### src/rtl/bttn_pkg.sv
// Shared definitions for the button-driven operand sequencer: operand widths
// and the state encoding that is also shown on the state LEDs.
package bttn_pkg;

  localparam int A_W   = 4;
  localparam int B_W   = 4;
  localparam int OP_W  = 3;
  localparam int SEL_W = 2;
  localparam int Y_W   = 12;
  localparam int ST_W  = 3;

  localparam logic [ST_W-1:0] ST_ENT_A   = 3'd0;
  localparam logic [ST_W-1:0] ST_ENT_B   = 3'd1;
  localparam logic [ST_W-1:0] ST_ENT_OP  = 3'd2;
  localparam logic [ST_W-1:0] ST_ENT_SEL = 3'd3;
  localparam logic [ST_W-1:0] ST_EXEC    = 3'd4;
  localparam logic [ST_W-1:0] ST_SHOW    = 3'd5;

  typedef enum logic [ST_W-1:0] {
    ENT_A   = ST_ENT_A,
    ENT_B   = ST_ENT_B,
    ENT_OP  = ST_ENT_OP,
    ENT_SEL = ST_ENT_SEL,
    EXEC    = ST_EXEC,
    SHOW    = ST_SHOW
  } state_e;

endpackage

### src/rtl/btn_debounce.sv
// Synchronizes one raw active-low button, debounces it and emits a single
// one-cycle press event per accepted released->pressed transition.
module btn_debounce #(
  parameter int DEBOUNCE_CYCLES = 250000
) (
  input  logic clk,
  input  logic rst_n,
  input  logic btn_n,
  output logic level,
  output logic press
);

  localparam int CNT_W = (DEBOUNCE_CYCLES > 1) ? $clog2(DEBOUNCE_CYCLES) : 1;
  localparam logic [CNT_W-1:0] CNT_MAX = CNT_W'(DEBOUNCE_CYCLES - 1);

  // Internal polarity is active-high: 1 means pressed.
  logic [1:0]       sync_q,  sync_d;
  logic [2:0]       fill_q,  fill_d;   // marks when sync/sample flops hold real samples
  logic             samp_q,  samp_d;
  logic [CNT_W-1:0] cnt_q,   cnt_d;
  logic             level_q, level_d;
  logic             armed_q, armed_d;  // set once a stable release has been seen
  logic             press_q, press_d;

  // Debounce: count consecutive equal samples, accept the level after
  // DEBOUNCE_CYCLES of them; only an armed button may produce a press.
  always_comb begin
    // NOTE: every output of this block gets a default first so no latch is inferred.
    sync_d  = {sync_q[0], ~btn_n};
    fill_d  = {fill_q[1:0], 1'b1};
    samp_d  = sync_q[1];
    cnt_d   = cnt_q;
    level_d = level_q;
    armed_d = armed_q;

    if (!fill_q[2] || (sync_q[1] != samp_q)) begin
      cnt_d = '0;
    end else if (cnt_q != CNT_MAX) begin
      cnt_d = cnt_q + 1'b1;
    end

    if (fill_q[2] && (cnt_q == CNT_MAX)) begin
      level_d = samp_q;
      if (!samp_q) begin
        armed_d = 1'b1;
      end
    end

    press_d = level_d & ~level_q & armed_q;
  end

  // State register for synchronizer, counter, stable level and press event.
  always_ff @(posedge clk or negedge rst_n) begin
    // NOTE: sequential state is written with non-blocking assignments only.
    if (!rst_n) begin
      sync_q  <= '0;
      fill_q  <= '0;
      samp_q  <= 1'b0;
      cnt_q   <= '0;
      level_q <= 1'b0;
      armed_q <= 1'b0;
      press_q <= 1'b0;
    end else begin
      sync_q  <= sync_d;
      fill_q  <= fill_d;
      samp_q  <= samp_d;
      cnt_q   <= cnt_d;
      level_q <= level_d;
      armed_q <= armed_d;
      press_q <= press_d;
    end
  end

  assign level = level_q;
  assign press = press_q;

endmodule

### src/rtl/bttn_seq.sv
// Button-driven operand entry sequencer: the user keys in A, B, opcode and
// select with the switches, the datapath result is captured and displayed.
module bttn_seq
  import bttn_pkg::*;
#(
  parameter int DEBOUNCE_CYCLES = 250000,
  parameter int SETTLE_CYCLES   = 2
) (
  input  logic             clk,
  input  logic             rst_n,
  input  logic             btn_next_n,
  input  logic             btn_back_n,
  input  logic [A_W-1:0]   sw,
  input  logic [Y_W-1:0]   y_in,
  output logic [A_W-1:0]   a_out,
  output logic [B_W-1:0]   b_out,
  output logic [OP_W-1:0]  op_out,
  output logic [SEL_W-1:0] sel_out,
  output logic [Y_W-1:0]   result,
  output logic             result_valid,
  output logic [ST_W-1:0]  state_led
);

  localparam int SC_W = (SETTLE_CYCLES > 0) ? $clog2(SETTLE_CYCLES + 1) : 1;
  localparam logic [SC_W-1:0] SETTLE_MAX = SC_W'(SETTLE_CYCLES);

  logic next_press, back_press;
  logic next_level, back_level;
  logic next_ev, back_ev;

  state_e           state_q, state_d;
  logic [A_W-1:0]   a_q,     a_d;
  logic [B_W-1:0]   b_q,     b_d;
  logic [OP_W-1:0]  op_q,    op_d;
  logic [SEL_W-1:0] sel_q,   sel_d;
  logic [Y_W-1:0]   res_q,   res_d;
  logic             vld_q,   vld_d;
  logic [SC_W-1:0]  cnt_q,   cnt_d;

  btn_debounce #(.DEBOUNCE_CYCLES(DEBOUNCE_CYCLES)) u_next (
    .clk   (clk),
    .rst_n (rst_n),
    .btn_n (btn_next_n),
    .level (next_level),
    .press (next_press)
  );

  btn_debounce #(.DEBOUNCE_CYCLES(DEBOUNCE_CYCLES)) u_back (
    .clk   (clk),
    .rst_n (rst_n),
    .btn_n (btn_back_n),
    .level (back_level),
    .press (back_press)
  );

  // Stable levels are not needed here; only the press events drive the FSM.
  logic unused_levels;
  assign unused_levels = next_level ^ back_level;

  // Simultaneous next and back cancel each other.
  assign next_ev = next_press & ~back_press;
  assign back_ev = back_press & ~next_press;

  // Next-state and register-update logic of the sequencer.
  always_comb begin
    state_d = state_q;
    a_d     = a_q;
    b_d     = b_q;
    op_d    = op_q;
    sel_d   = sel_q;
    res_d   = res_q;
    vld_d   = vld_q;
    cnt_d   = '0;

    case (state_q)
      ENT_A: begin
        if (next_ev) begin
          a_d     = sw;
          state_d = ENT_B;
        end
      end
      ENT_B: begin
        if (next_ev) begin
          b_d     = sw;
          state_d = ENT_OP;
        end else if (back_ev) begin
          state_d = ENT_A;
        end
      end
      ENT_OP: begin
        if (next_ev) begin
          op_d    = sw[OP_W-1:0];
          state_d = ENT_SEL;
        end else if (back_ev) begin
          state_d = ENT_B;
        end
      end
      ENT_SEL: begin
        if (next_ev) begin
          sel_d   = sw[SEL_W-1:0];
          state_d = EXEC;
        end else if (back_ev) begin
          state_d = ENT_OP;
        end
      end
      EXEC: begin
        // Let the datapath settle, then capture on the following edge.
        if (cnt_q == SETTLE_MAX) begin
          res_d   = y_in;
          vld_d   = 1'b1;
          state_d = SHOW;
        end else begin
          cnt_d = cnt_q + 1'b1;
        end
      end
      SHOW: begin
        if (next_ev) begin
          vld_d   = 1'b0;
          state_d = ENT_A;
        end else if (back_ev) begin
          vld_d   = 1'b0;
          state_d = ENT_SEL;
        end
      end
      default: begin
        vld_d   = 1'b0;
        state_d = ENT_A;
      end
    endcase
  end

  // Sequencer state and operand/result registers.
  always_ff @(posedge clk or negedge rst_n) begin
    if (!rst_n) begin
      state_q <= ENT_A;
      a_q     <= '0;
      b_q     <= '0;
      op_q    <= '0;
      sel_q   <= '0;
      res_q   <= '0;
      vld_q   <= 1'b0;
      cnt_q   <= '0;
    end else begin
      state_q <= state_d;
      a_q     <= a_d;
      b_q     <= b_d;
      op_q    <= op_d;
      sel_q   <= sel_d;
      res_q   <= res_d;
      vld_q   <= vld_d;
      cnt_q   <= cnt_d;
    end
  end

  assign a_out        = a_q;
  assign b_out        = b_q;
  assign op_out       = op_q;
  assign sel_out      = sel_q;
  assign result       = res_q;
  assign result_valid = vld_q;
  assign state_led    = state_q;

endmodule

### config.mk
export PLATFORM = sky130hd
export DESIGN_NAME = bttn_seq
export DESIGN_NICKNAME = d
export VERILOG_FILES = /design/src/rtl/bttn_pkg.sv /design/src/rtl/btn_debounce.sv /design/src/rtl/bttn_seq.sv
export SDC_FILE = /design/constraint.sdc
export NUM_CORES = 1
export LEC_CHECK = 0
export BUFFER_PORTS_ARGS = -buffer_cell sky130_fd_sc_hd__buf_2
export CORE_ASPECT_RATIO = 0.7
export CORE_MARGIN = 2
export CORE_UTILIZATION = 36
export CTS_CLUSTER_SIZE = 10
export DETAILED_ROUTE_END_ITERATION = 8
export GPL_ROUTABILITY_DRIVEN = 0
export PLACE_DENSITY = 0.6
export SLEW_MARGIN = 20
export SYNTH_ARGS = -nofsm -noshare
export SYNTH_HDL_FRONTEND = slang
export SYNTH_SLANG_ARGS = --single-unit
### constraint.sdc
create_clock -name clk -period 3.85 [get_ports clk]
set_input_delay 0.1925 -clock clk [delete_from_list [all_inputs] [get_ports clk]]
set_output_delay 0.1925 -clock clk [all_outputs]
set_load 0.01 [all_outputs]
# --- Word-level counts from Yosys, hierarchy flattened ---
# Cells that the tools add are included.
# Widths: inputs -> output; s select.
totals:
  ff_bits: 85
  inputBits: 20
  output_inout_bits: 29
  word_cells: 100
classes:
  add_sub_neg: 3
  eq_ne: 18
  n_mux: 23
  bitwise: 15
  reduce_logical: 19
op_table:
  columns: ["op", "n"]
  rows:
  - ["$mux 18", 4]
  - ["$add 18x1->18 const B", 2]
  - ["$eq 18x18->1 const B", 2]
  - ["$ne 18x18->1 const B", 2]
  - ["$mux 3", 10]
  - ["$pmux 3 s6", 1]
  - ["$reduce_and 2->1", 7]
  - ["$ne 3x3->1 const B", 4]
  - ["$not 1->1", 9]
  - ["$and 1x1->1", 6]
  - ["$eq 3x2->1 const B", 2]
  - ["$eq 3x3->1 const B", 2]
  - ["$reduce_and 6->1", 1]
  - ["$mux 1", 5]
  - ["$mux 2", 2]
  - ["$ne 2x2->1 const B", 2]
  - ["$reduce_bool 2->1", 2]
  - ["$reduce_or 4->1", 1]
  - ["$eq 3x1->1 const B", 1]
  - ["$logic_not 3->1", 1]
  - ["$pmux 1 s3", 1]
  - ["$reduce_and 3->1", 1]
  - ["$add 2x1->2 const B", 1]
  - ["$eq 2x2->1 const B", 1]
  - ["other kinds (4)", 8]

# --- Longest topological paths before layout ---
# Gate-level depths: netlist (run 1).
depth:
  word_depth: 5
  ltp_mapped: 7
  depth_no_buf: 6

# --- Cells and area by module ---
# From an unflattened synthesis (run 1), not the netlist that was laid out.
hier_totals:
  hier_cells: 321
  hier_area_um2: 3891.2
by_module_without_submodules:
  columns: ["mod", "instances", "cells_per_inst", "area_per_inst_um2", "seq_area_each_um2"]
  rows:
  - ["bttn_seq", 1, 96, 1380.1, 775.7]
  - ["btn_debounce at u_next", 1, 114, 1272.5, 675.6]
  - ["btn_debounce at u_back", 1, 111, 1238.7, 675.6]

# --- Least setup slack after synthesis (run 1) ---
# Ideal clock, no wire load.
synth_timing:
  path_type: "register to register"
  start: "register u_back.press_q (netlist: u_back.press)"
  end: "register a_q[0] (netlist: a_out[0])"
  setup_time_ps: 125
  arrival_time_ps: 1488
  required_time_ps: 3725
  path_slack_ps: 2237
  path_stages_with_launch: 6
  n_path_buf: 1
  synth_period_minus_slack_ps: 1613
  cell_sequence: "dfrtp_1 > inv_1 > ha_1 > clkbuf_1 > nor4b_2 > mux2_2"
synth_between:
  elab_chain_cells: 3
synth_lines:
  columns: ["element", "line_no", "text"]
  rows:
  - ["start, declared", "btn_debounce.sv:23", "logic press_q, press_d;"]
  - ["start signal, assigned", "btn_debounce.sv:70", "press_q <= press_d;"]
  - ["$not 1->1", "bttn_seq.sv:61", "assign next_ev = next_press & ~back_press;"]
  - ["$and 1x1->1", "bttn_seq.sv:61", null]
  - ["$reduce_and 2->1 (no line)", null, null]
  - ["end signal, assigned", "bttn_seq.sv:136", "a_q <= '0;"]
  - ["end signal, assigned", "bttn_seq.sv:145", "a_q <= a_d;"]
  - ["end, declared", "bttn_seq.sv:32", "logic [A_W-1:0] a_q, a_d;"]
# No other way between the ends.
# A chain may end at the register's enable or synchronous reset.

# --- Final worst setup path (run 1) ---
layout_timing:
  start: "register u_back.cnt_q[0]"
  end: "register u_back.cnt_q[0]"
layout_between:
  elab_chain_cells: 3
  elab_cells_between_ends: 5
  cone_classes: "1 x add/sub; 1 x eq/ne; 2 x mux; 1 x reduce/logical"
layout_lines:
  columns: ["element", "line_no", "text"]
  rows:
  - ["start, declared", "btn_debounce.sv:20", "logic [CNT_W-1:0] cnt_q, cnt_d;"]
  - ["start signal, assigned", "btn_debounce.sv:67", "cnt_q <= cnt_d;"]
  - ["$add 18x1->18", "btn_debounce.sv:39", "cnt_d = cnt_q + 1'b1;"]
  - ["$mux 18", "btn_debounce.sv:38", "end else if (cnt_q != CNT_MAX) begin"]
  - ["$mux 18", "btn_debounce.sv:36", "if (!fill_q[2] || (sync_q[1] != samp_q)) begin"]
# Several ways; a longest one is shown, not always the timed one. The select of a mux whose other input is x is not followed.

==> impl_metrics.env, run 1 <==
export IMPL_outcome="finished clean"
export IMPL_ff_latch_area_um2=2050
export IMPL_io_buffer_count=48
export IMPL_antenna_diode_count=0
export IMPL_synthDistinctLibCells=49
export IMPL_power_switching_fraction=0.208
export IMPL_floorplan_io_pins=49
export IMPL_grt_pass1_vias=2423
export IMPL_final_common_cell="dfrtp_1"
export IMPL_post_cts_setup_buffers=0
export IMPL_resized_after_cts=0
export IMPL_h_tree_depth=3
export IMPL_dpl_worst_slack_ps=2040
export IMPL_postLayoutSetupSlackWorst_ps=2020
export IMPL_final_period_utilization=0.475
export IMPL_ir_drop_mv=0.260
export IMPL_highest_count_cells_in_the_layout_ignoring_fill_and_taps="dfrtp_1, buf_2, nand2_1"
export IMPL_worstRegToRegCells=5
export IMPL_grt_pass1_wl_um=12300
export IMPL_setup_violations=0
export IMPL_worst_path_max_fanout=6
export IMPL_leakage_power_total_nw=1.97
export IMPL_mappedNetlistNets=353
export IMPL_clockBufferDepth=2
export IMPL_holdCritPathClass="input port to register"
export IMPL_clk_transition_reported_paths_ps=60
export IMPL_synth_seq_area_share=0.551
export IMPL_fin_worst_skew_ps=8.10
export IMPL_clock_tree_from_tritoncts="done"
export IMPL_route_detailed_drc=0
export IMPL_yosys_warnings=0
export IMPL_cts_num_sinks=82
export IMPL_p_per_area_nw_per_um2=429
export IMPL_synth_seq_cells=82
export IMPL_worst_slew_margin_rel=0.507
export IMPL_number_of_buffers_created_by_cts=9
export IMPL_floorplan_die_area_um2=11200
export IMPL_fp_coreArea_um2=10200
export IMPL_power_frac_seq=0.466
export IMPL_drt_pre_antenna_iters=4
export IMPL_worstPathRequired_ps=4100
export IMPL_synth_async_sr_flop_share=1.00
export IMPL_ctsHoldBuffers=2
export IMPL_fin_hold_ws_ps=60.3
export IMPL_grt_usage=0.139
export IMPL_slew_violations=0
export IMPL_totalWireLength_um=7220
export IMPL_worst_skew_pair_latency_ps=340
export IMPL_grt_max_degree=83
export IMPL_power_frac_clock=0.498
export IMPL_globalRoute_totalOverflow=0
export IMPL_hold_path_depth=2
export IMPL_drv_max_cap_violation_count=0
export IMPL_fin_tns_setup_ps=0
export IMPL_postSynthAreaPerCell_um2=11.3
export IMPL_post_detailed_route_via_to_cell_ratio=5.10
export IMPL_clock_root_buffer="clkbuf_16"
export IMPL_nFillCells=988
export IMPL_syn_to_final_growth_pct=19.2
export IMPL_hold_viol_final=0
export IMPL_final_core_utilization=0.436
export IMPL_antenna_found_initial=0
export IMPL_routed_wire_length_per_instance_um=13.9
export IMPL_tightest_slew_ps=739
export IMPL_dp_final_hpwl_um=4950
export IMPL_routed_via_count=2640
export IMPL_yosys_most_used_dff="dfrtp_1"
export IMPL_max_fclk_mhz=546
export IMPL_period_minus_slack_ps=1830
export IMPL_internal_power_mw=1.51
export IMPL_fp_dieH_um=89.1
export IMPL_nNetsFinal=404
export IMPL_rows=31
export IMPL_die_width_um=126
export IMPL_initial_core_util=0.365
export IMPL_portion_of_total_power_attributed_to_combinational_logic=0.036
export IMPL_synth_edf_count=0
export IMPL_netlist_area_before_placement_um2=3730
export IMPL_synthCells=330
export IMPL_startpoint_type="register"
export IMPL_critical_path_class="register to register"
export IMPL_drtAntennaViolNets=0
export IMPL_rsz0062_at_grt="no"
export IMPL_p_sw_mw=0.395
export IMPL_post_route_cells_drive_above_1_share=0.238
export IMPL_multiInputGateArea_um2=1590
export IMPL_crit_path_end_kind="register"
export IMPL_critPathArrivalTime_ps=2080
export IMPL_detail_route_iter0_violations=156
cell families (layout without fill, tap and decap cells):
| logic type | after synthesis | after routing | share of synthesized area |
|---|---|---|---|
| xor gates and xnor gates | 17 | 17 | 0.0399 |
| buffers and inverters | 18 | 74 | 0.0242 |
| muxes | 34 | 34 | 0.101 |
| DFF | 82 | 82 | 0.551 |
| other | 1 | 1 | 0.00101 |
| AOI/OAI and AO/OA | 43 | 43 | 0.0688 |
| adders and majority gates | 3 | 3 | 0.0101 |
| and+or+nand+nor | 132 | 132 | 0.205 |
sequential cells by signal, indices dropped and copies added, names as in the netlist, 3 cells and up:
| signal | count |
|---|---|
| u_back.fill_q | 3 |
| u_back.cnt_q | 18 |
| state_led | 3 |
| op_out | 3 |
| b_out | 4 |
| a_out | 4 |
| u_next.cnt_q | 18 |
| result | 12 |
worst max-delay path: stages (launching register included):
cell and delay, ps:
dfrtp_1 400, ha_1 210, nand3_1 160, nor3_1 580, a21boi_0 190, nor3_1 200
path summary, 6_finish.rpt:
path                                        startpoint                           to  slack (ps)
min in group asynchronous                        rst_n  u_back.cnt_q[7]$_DFFE_PN0P_         450
hold reg to reg             u_back.fill_q[1]$_DFF_PN0_   u_back.fill_q[2]$_DFF_PN0_         350
setup reg to reg           u_back.cnt_q[0]$_DFFE_PN0P_  u_back.cnt_q[0]$_DFFE_PN0P_        2020
setup / recovery           u_back.cnt_q[0]$_DFFE_PN0P_  u_back.cnt_q[0]$_DFFE_PN0P_        2020
max in group asynchronous                        rst_n        result[4]$_DFFE_PN0P_        2870
hold / removal                                 y_in[5]        result[5]$_DFFE_PN0P_          60
synth_stat cells, types with 3 or more instances:
master	n	area share
xor2_1	8	0.019
a21boi_0	3	0.0060
nor2_1	20	0.020
or3_1	7	0.012
and2_1	3	0.0050
nor2b_1	4	0.0067
nand2_1	22	0.022
dfrtp_1	82	0.55
ha_1	3	0.010
and3_1	4	0.0067
clkbuf_1	7	0.0071
nand3_1	19	0.026
nor3_1	13	0.017
mux2_2	16	0.048
a21oi_1	15	0.020
mux2_1	12	0.036
inv_1	7	0.0071
nor4_1	3	0.0050
nand4_1	6	0.010
nand3b_1	6	0.012
xnor2_1	9	0.021
nand2b_1	9	0.015
o21ai_0	14	0.019
mux2i_1	6	0.016
layer usage:
layer  global-route usage  vias to the layer above  share of wire
li1                     -                     1275              -
met1                0.201                     1301           0.52
met2                0.198                       57           0.41
met3               0.0461                        7          0.052
met4               0.0485                        0          0.013
met5                    0                        -              0
power by group through the flow:
stage	registers, mW	logic [mW]	clock network, mW
after floorplan	0.905	0.0239	0
after global placement	0.902	0.0676	0
after detailed placement	0.903	0.0688	0
after CTS	0.887	0.0704	0.977
after global routing	0.889	0.0797	1.01
final	0.887	0.0690	0.948
layout make-up:
type / count / area share
multi-input cells: 230 / 0.357
repair buffers: 51 / 0.0622
flip-flops and latches: 82 / 0.462
well taps: 132 / 0.0372
inverters: 7 / 0.00591
clock inverters: 5 / 0.0191
clock buffers: 11 / 0.0569
through the flow:
step	power [mW]	std cells	instance area [µm²]
after global routing	1.98	518	4440
after detailed placement	0.972	499	4070
after CTS	1.94	517	4430
final	1.90	518	4440
after global placement	0.970	499	4070
after floorplan	0.929	330	3730
Power figures use the tool's default switching activity.
==> run 2, diff against run 1 <==
==> constraint.sdc (replaced) <==
create_clock -name clk -period 1.8 [get_ports clk]
set_input_delay 0.09 -clock clk [delete_from_list [all_inputs] [get_ports clk]]
set_output_delay 0.09 -clock clk [all_outputs]
set_load 0.01 [all_outputs]
==> impl_metrics.env, run 2 (same netlist as run 1, synthesis figures left out) <==
export IMPL_outcome="finished clean"
export IMPL_drv_max_cap_violation_count=0
export IMPL_worstHoldEndpoint="op_out[2]$_DFFE_PN0P_"
export IMPL_worstRegToRegCells=6
export IMPL_io_buffer_count=48
export IMPL_syn_to_final_growth_pct=23.6
export IMPL_dpl_worst_slack_ps=124
export IMPL_grt_pass1_wl_um=12400
export IMPL_fin_hold_ws_ps=15.5
export IMPL_setup_violations=0
export IMPL_antenna_found_initial=0
export IMPL_critPathArrivalTime_ps=1910
export IMPL_cts_num_sinks=82
export IMPL_grt_pass1_vias=2570
export IMPL_detail_route_wirelength_met1_um=3710
export IMPL_dpl_cell_area_um2=4180
export IMPL_die_width_um=126
export IMPL_ir_drop_mv=0.473
export IMPL_highest_count_cells_in_the_layout_ignoring_fill_and_taps="dfrtp_1, buf_2, nand2_1"
export IMPL_floorplan_die_area_um2=11200
export IMPL_nNetsFinal=430
export IMPL_clockBufferDepth=2
export IMPL_fin_tns_setup_ps=0
export IMPL_hold_viol_final=0
export IMPL_grt_max_degree=47
export IMPL_clock_tree_from_tritoncts="done"
export IMPL_antenna_diode_count=0
export IMPL_clock_root_buffer="clkbuf_16"
export IMPL_ff_latch_area_um2=2050
export IMPL_post_detailed_route_via_to_cell_ratio=4.94
export IMPL_route_detailed_drc=0
export IMPL_number_of_buffers_created_by_cts=9
export IMPL_highest_layer="met4"
export IMPL_worst_skew_pair_latency_ps=340
export IMPL_final_common_cell="dfrtp_1"
export IMPL_dp_final_hpwl_um=4990
export IMPL_hold_path_depth=2
export IMPL_routed_wire_length_per_instance_um=13.2
export IMPL_crit_path_cell_trace="ha_1 > nand3_1 > nor3_1 > buf_4 > a2111o_1 > o21ai_0"
export IMPL_r2r_end="u_back.cnt_q[3]$_DFFE_PN0P_"
export IMPL_clk_transition_reported_paths_ps=60
export IMPL_worst_path_largest_cell_delay_ps=410
export IMPL_routed_via_count=2682
export IMPL_regToRegSetupSlack_ps=140
export IMPL_max_fclk_mhz=604
export IMPL_multiInputGateArea_um2=1590
export IMPL_worstPathRequired_ps=2060
export IMPL_startpoint_type="register"
export IMPL_crit_path_end_kind="register"
export IMPL_floorplan_io_pins=49
export IMPL_routed_wl_met3_um=387
export IMPL_origin_of_the_worst_min_delay_path="sw[2]"
export IMPL_postLayoutSetupSlackWorst_ps=145
export IMPL_drt_pre_antenna_iters=4
export IMPL_initial_core_util=0.365
export IMPL_holdCritPathClass="input port to register"
export IMPL_h_tree_depth=3
export IMPL_nFillCells=950
export IMPL_critical_path_class="register to register"
export IMPL_fin_worst_skew_ps=9.14
export IMPL_rows=31
export IMPL_post_route_cells_drive_above_1_share=0.251
export IMPL_grt_usage=0.142
export IMPL_drtAntennaViolNets=0
export IMPL_slowest_stage="dfrtp_1"
export IMPL_p_per_area_nw_per_um2=807
export IMPL_globalRoute_totalOverflow=0
export IMPL_final_period_utilization=0.920
export IMPL_totalWireLength_um=7170
export IMPL_met2RoutedLength_um=2980
export IMPL_detail_route_iter0_violations=158
export IMPL_timing_rr_start="u_back.cnt_q[0]$_DFFE_PN0P_"
export IMPL_fp_coreArea_um2=10200
export IMPL_leakage_power_total_nw=2.06
export IMPL_fin_area_um2=4610
export IMPL_fp_dieH_um=89.1
export IMPL_slew_violations=0
export IMPL_period_minus_slack_ps=1660
export IMPL_worst_path_max_fanout=5
run 2: cell count changes in the layout (fill, tap and decap cells not counted), moves of 2 or more:
cell,previous run,this run
buf_4,0,13
bufinv_16,2,0
clkbuf_1,0,2
clkbuf_8,2,0
dlygate4sd3_1,3,16
run 2: through the flow:
stage               utilization  total power [mW]  std cells
detailed placement        0.410              2.09        512
floorplan                     -              1.99        330
global route              0.452              3.89        543
finish                    0.452              3.72        543
CTS                       0.451              3.79        543
global placement          0.410              2.09        512
run 2: worst max path at each step:
stage	slack, ps	from	to
CTS	110	u_next.cnt_q[0]$_DFFE_PN0P_	u_next.level$_DFF_PN0_
global route	-30	u_back.cnt_q[0]$_DFFE_PN0P_	u_back.cnt_q[0]$_DFFE_PN0P_
finish	140	u_back.cnt_q[0]$_DFFE_PN0P_	u_back.cnt_q[3]$_DFFE_PN0P_
global placement	160	u_next.cnt_q[10]$_DFFE_PN0P_	u_next.level$_DFF_PN0_
floorplan	190	u_back.press$_DFF_PN0_	a_out[0]$_DFFE_PN0P_
detailed placement	120	u_next.cnt_q[0]$_DFFE_PN0P_	u_next.level$_DFF_PN0_
run 2: layout make-up:
cell class	instances	area share
sequential	82	0.445
inverter	7	0.00570
clock buffer	11	0.0505
tap	132	0.0358
timing repair buffer	77	0.111
clock inverter	4	0.00624
multi-input combinational	230	0.345
run 2: power by group:
part / leakage [nW] / internal (mW) / switching (mW)
logic: 0.843 / 0.0826 / 0.0987
registers: 1.09 / 1.88 / 0.0219
clock network: 0.122 / 0.928 / 0.710
run 2: metal layers:
metal,vias to the layer above,GRT usage
met5,-,0
met4,0,0.0475
met3,7,0.0598
met2,52,0.199
met1,1289,0.198
li1,1334,-
run 2: critical path, delay by kind of cell (launching register included):
family | cells | cell delay, ps
AO/OA/AOI/OAI | 2 | 480
flip-flops | 1 | 410
AND/OR/NAND/NOR | 2 | 280
adder cells (fa/ha/maj) | 1 | 250
buffers and inverters | 1 | 160
run 2: timing repair:
action	4_1_cts	5_1_grt
resized for setup	0	1
endpoints found under the hold margin	37	0
setup buffers	0	0
endpoints found under the setup margin	0	3
hold buffers	16	0
